$ cat config.mk
export PLATFORM = sky130hd
export DESIGN_NAME = bit_iter
export DESIGN_NICKNAME = d
export VERILOG_FILES = /design/src/rtl/bit_iter_pkg.sv /design/src/rtl/bit_iter_find.sv /design/src/rtl/bit_iter.sv
export SDC_FILE = /design/constraint.sdc
export NUM_CORES = 1
export LEC_CHECK = 0
export CAP_MARGIN = 25
export CORE_MARGIN = 5
export CORE_UTILIZATION = 43
export CTS_CLUSTER_DIAMETER = 60
export CTS_CLUSTER_SIZE = 30
export DETAILED_ROUTE_END_ITERATION = 6
export HOLD_SLACK_MARGIN = 0.12
export PLACE_DENSITY = 0.74
export SLEW_MARGIN = 20
export SYNTH_ARGS = -nofsm -noshare
export SYNTH_HDL_FRONTEND = slang
export SYNTH_SLANG_ARGS = --single-unit
$ cat constraint.sdc
create_clock -name clock -period 1.55 [get_ports clock]
set_input_delay 0.155 -clock clock [delete_from_list [all_inputs] [get_ports clock]]
set_output_delay 0.155 -clock clock [all_outputs]
set_load 0.02 [all_outputs]
$ cat src/rtl/bit_iter_pkg.sv
// rtl/bit_iter_pkg.sv - shared state encoding and width helper for bit_iter
package bit_iter_pkg;

  typedef enum logic {
    ST_IDLE = 1'b0,
    ST_EMIT = 1'b1
  } state_e;

  // Word width from log2 width.
  function automatic int word_width(input int order);
    return 1 << order;
  endfunction

endpackage

$ cat src/rtl/bit_iter_find.sv
// rtl/bit_iter_find.sv - recursive priority encoder over a set-bit mask
//
// Ports:
//   mask    in   word to search
//   index   out  lowest (MSB_FIRST=0) or highest (MSB_FIRST=1) set bit; don't-care when zero
//   zero    out  mask has no bits set
//   single  out  mask has at most one bit set
module bit_find
  import bit_iter_pkg::*;
#(
  parameter int ORDER     = 3,
  parameter bit MSB_FIRST = 1'b0
) (
  input  logic [word_width(ORDER)-1:0] mask,
  output logic [ORDER-1:0]             index,
  output logic                         zero,
  output logic                         single
);

  localparam int W = word_width(ORDER);
  localparam int H = W / 2;

  generate
    if (ORDER == 1) begin : g_leaf
      assign zero   = ~(mask[0] | mask[1]);
      assign single = ~(mask[0] & mask[1]);
      if (MSB_FIRST) begin : g_msb
        assign index = mask[1];
      end else begin : g_lsb
        assign index = ~mask[0];
      end
    end else begin : g_split
      logic [ORDER-2:0] idx_lo, idx_hi;
      logic             zero_lo, zero_hi, single_lo, single_hi;

      bit_find #(.ORDER(ORDER-1), .MSB_FIRST(MSB_FIRST)) u_lo (
        .mask   (mask[H-1:0]),
        .index  (idx_lo),
        .zero   (zero_lo),
        .single (single_lo)
      );

      bit_find #(.ORDER(ORDER-1), .MSB_FIRST(MSB_FIRST)) u_hi (
        .mask   (mask[W-1:H]),
        .index  (idx_hi),
        .zero   (zero_hi),
        .single (single_hi)
      );

      assign zero   = zero_lo & zero_hi;
      // At most one bit overall: one half empty, the other holding at most one.
      assign single = (zero_lo & single_hi) | (zero_hi & single_lo);

      if (MSB_FIRST) begin : g_msb
        assign index = zero_hi ? {1'b0, idx_lo} : {1'b1, idx_hi};
      end else begin : g_lsb
        assign index = zero_lo ? {1'b1, idx_hi} : {1'b0, idx_lo};
      end
    end
  endgenerate

endmodule

$ cat src/rtl/bit_iter.sv
// rtl/bit_iter.sv - streaming set-bit iterator, one index per output beat
//
// Ports:
//   clock      in   system clock, rising edge
//   reset      in   asynchronous active-low reset
//   in_valid   in   input word present
//   in_ready   out  word accepted on in_valid & in_ready
//   in_data    in   word to iterate
//   out_valid  out  index beat present
//   out_ready  in   beat consumed on out_valid & out_ready
//   out_index  out  bit position of the current set bit
//   out_seq    out  ordinal of the beat within the word
//   out_last   out  final beat of the word
//   out_none   out  word was all zeros, beat carries no index
module bit_iter
  import bit_iter_pkg::*;
#(
  parameter int ORDER     = 3,
  parameter bit MSB_FIRST = 1'b0
) (
  input  logic                         clock,
  input  logic                         reset,
  input  logic                         in_valid,
  output logic                         in_ready,
  input  logic [word_width(ORDER)-1:0] in_data,
  output logic                         out_valid,
  input  logic                         out_ready,
  output logic [ORDER-1:0]             out_index,
  output logic [ORDER:0]               out_seq,
  output logic                         out_last,
  output logic                         out_none
);

  localparam int W = word_width(ORDER);

  state_e           state_q, state_d;
  logic [W-1:0]     mask_q, mask_d;
  logic [ORDER:0]   seq_q, seq_d;
  logic             none_q, none_d;

  logic [ORDER-1:0] find_idx;
  logic             find_zero, find_single;
  logic             fire_in, fire_out;
  logic [W-1:0]     mask_next;

  bit_find #(.ORDER(ORDER), .MSB_FIRST(MSB_FIRST)) u_find (
    .mask   (mask_q),
    .index  (find_idx),
    .zero   (find_zero),
    .single (find_single)
  );

  always_comb begin
    out_valid = (state_q == ST_EMIT);
    out_index = (out_valid && !find_zero) ? find_idx : '0;
    out_last  = out_valid & find_single;
    out_seq   = seq_q;
    out_none  = out_valid & none_q;
    // A new word may enter in the same cycle the last beat leaves.
    in_ready  = (state_q == ST_IDLE) | (out_valid & out_ready & out_last);

    fire_in   = in_valid & in_ready;
    fire_out  = out_valid & out_ready;

    if (MSB_FIRST) begin
      mask_next = mask_q & ~({{(W-1){1'b0}}, 1'b1} << find_idx);
    end else begin
      mask_next = mask_q & (mask_q - {{(W-1){1'b0}}, 1'b1});
    end

    state_d = state_q;
    mask_d  = mask_q;
    seq_d   = seq_q;
    none_d  = none_q;

    if (fire_in) begin
      state_d = ST_EMIT;
      mask_d  = in_data;
      seq_d   = '0;
      none_d  = (in_data == '0);
    end else if (fire_out && out_last) begin
      state_d = ST_IDLE;
      mask_d  = '0;
      seq_d   = '0;
      none_d  = 1'b0;
    end else if (fire_out) begin
      mask_d  = mask_next;
      seq_d   = seq_q + {{ORDER{1'b0}}, 1'b1};
    end
  end

  always_ff @(posedge clock or negedge reset) begin
    if (!reset) begin
      state_q <= ST_IDLE;
      mask_q  <= '0;
      seq_q   <= '0;
      none_q  <= 1'b0;
    end else begin
      state_q <= state_d;
      mask_q  <= mask_d;
      seq_q   <= seq_d;
      none_q  <= none_d;
    end
  end

endmodule

==> out/metrics.cfg <==
[grt]
grt_pass1_vias = 1175
antenna_found_initial = 0
grt.total_usage_pct = 22.5
grt_start_max_net_pins = 15
grt_pass1_wl_um = 5560
grt-ovfl-total = 0

[yosys]
synthCells = 104
synth-edff-count = 0
async_flop_share_pct = 100
ys.flop_type = dfrtp_1
syn_area_um2 = 918
yosys_warnings = 0
synthesis.nets = 117
synth_area_per_cell_um2 = 8.83
ys_seq_area_share_pct = 38.1
ys_ff_latch = 14
synthDistinctLibCells = 36

[clock_network]
cts.clk_slew.worst_paths_ns = 0.10
cts_tree = done
cts.sinks = 14
cts_root_buffer = clkbuf_4
insertion_delay_ns = 0.28
htree_levels = 1
ctsLongestPathBuffers = 2
cts_made_buffers = 3

[power]
powerDensity_nw_per_um2 = 2290
leakagePower_nw = 0.734
peakVddDrop_uv = 1470

[routing]
drt_wl_total_um = 3550
avgViaCountPerCell = 6.09
first_iter_violations = 65
drc = 0
wl_per_cell_um = 18.4
ant_nets = 0
num_vias = 1175
dr.pass1.iters = 4

[job]
drv_cap = 0

[floorplanning]
start_util_pct = 45.9
std_cell_rows = 16
ios = 23
fp.dieH_um = 56.2
core_area_um2 = 2000
die_area_um2 = 3160
die_w_um = 56.2

[setup_path]
crit_path_end_kind = output port
cp.arrival_ns = 1.70
worstSetupPathType = reg -> out
startpoint_type = register
crit_path_max_fanout = 4
crit_start = mask_q[1]
cp_data_required_time_ns = 1.39
r2r_start = mask_q[1]

[placement]
hpwl_um = 2290
port_buffers = 22
pre_cts_ws_ns = -0.420
place_congestion = 0.880
placed_area_um2 = 1420

[finish]
fin_nets = 180
final_cell_mix = 34 x buf_4, 15 x clkdlybuf4s50_1, 11 x nand2_1
drive_gt1_share_pct = 45.8
fin_area_um2 = 1650
area_growth_pct = 79.8
antenna_cells = 0
final_common_cell = buf_4

[sta]
period_share_pct = 120
finalHoldViolCount = 0
slew_violations = 0
tightest_slew_ns = 0.475
clock_skew_ns = 0.00288
min_period_ns = 1.85
setup_slack_ns = -0.303
finalSetupViolations = 15
hold_slack_ns = 0.170
max_freq_mhz = 540
relSlewSlack_pct = 68.0
rsz0062_at_grt = yes

[status]
violations = setup timing
status = finished, violations left

[min_path]
hold_class = in -> async

-- synthesized netlist by cell type (3+ instances only) --
| cell | n | area (µm²) |
|---|---|---|
| dfrtp_1 | 14 | 350 |
| nand2_1 | 12 | 45.0 |
| nor2_1 | 9 | 33.8 |
| o21ai_0 | 8 | 40.0 |
| inv_1 | 6 | 22.5 |
| a21oi_1 | 5 | 25.0 |
| nand3_1 | 4 | 20.0 |
| o211ai_1 | 4 | 30.0 |
| a211oi_1 | 3 | 22.5 |
| a221o_1 | 3 | 30.0 |
| clkbuf_1 | 3 | 11.3 |
| nand2b_1 | 3 | 18.8 |
-- registers in the layout, indices dropped and copies added (netlist names) --
register   cells
mask_q         8
none_q         1
out_valid      1
out_seq        4
-- per-layer routing --
metal / track usage [%] / vias to the layer above / share of wire, % / wire [µm]
li1: - / 519 / - / -
met2: 38.7 / 73 / 49 / 1730
met1: 27.1 / 565 / 37 / 1310
met3: 5.10 / 18 / 10 / 366
met4: 8.14 / 0 / 4.2 / 148
met5: 0 / - / 0 / 0
-- final cells by class --
class,count,area (µm²)
Clock buffer,4,36.3
Inverter,6,22.5
Multi-Input combinational cell,80,639
Sequential cell,14,360
Timing Repair Buffer,62,559
Fill cell,122,350
Tap cell,27,33.8
-- per-stage QoR --
step / std cells / util, % / setup TNS, ns / power, W
finish: 193 / 82.5 / -3.24 / 0.00379
floorplan: 104 / - / -0.179 / 0.00176
CTS: 191 / 78.9 / -3.39 / 0.00343
global placement: 180 / 70.9 / -2.96 / 0.00277
global route: 193 / 82.5 / -4.29 / 0.00401
detailed placement: 180 / 70.9 / -3.45 / 0.00282
-- worst max-delay path: stages (launching register included) --
cell      delay, ns
dfrtp_2        0.46
buf_6          0.14
a211oi_4       0.24
o21ai_2        0.11
o211a_1        0.27
inv_2          0.08
buf_6          0.11
-- path summary, 6_finish.rpt --
path / to / slack [ns] / cells past startpoint
min in group clock: mask_q[2] / 0.50 / 2
min reg2reg: none_q / 0.54 / 1
min: out_seq[1] / 0.17 / 2
max in group asynchronous: mask_q[5] / 1.19 / 2
max: in_ready / -0.30 / 6
max reg2reg: none_q / -0.26 / 6
-- where the power goes --
part	switching (W)	total (W)	internal, W
clock	0.000134	0.000277	0.000143
sequential	0.000261	0.000780	0.000519
combinational	0.00130	0.00273	0.00143
total	0.00170	0.00379	0.00209
-- kinds of logic after synthesis --
| family | after synthesis | synth area share (%) |
|---|---|---|
| compound gates | 39 | 32.2 |
| fa+ha+maj | 1 | 1.36 |
| buf+inv | 10 | 4.22 |
| flops | 14 | 38.1 |
| mux | 1 | 1.09 |
| simple gates | 39 | 23.0 |
-- timing repair --
action | CTS | global route
setup endpoints to repair | 16 | 19
buffers inserted | 7 | 2
resized for setup | 49 | 17
hold buffers | 0 | 0
pin swaps | 8 | 7
Note: power is estimated with default switching activity, not from simulation.
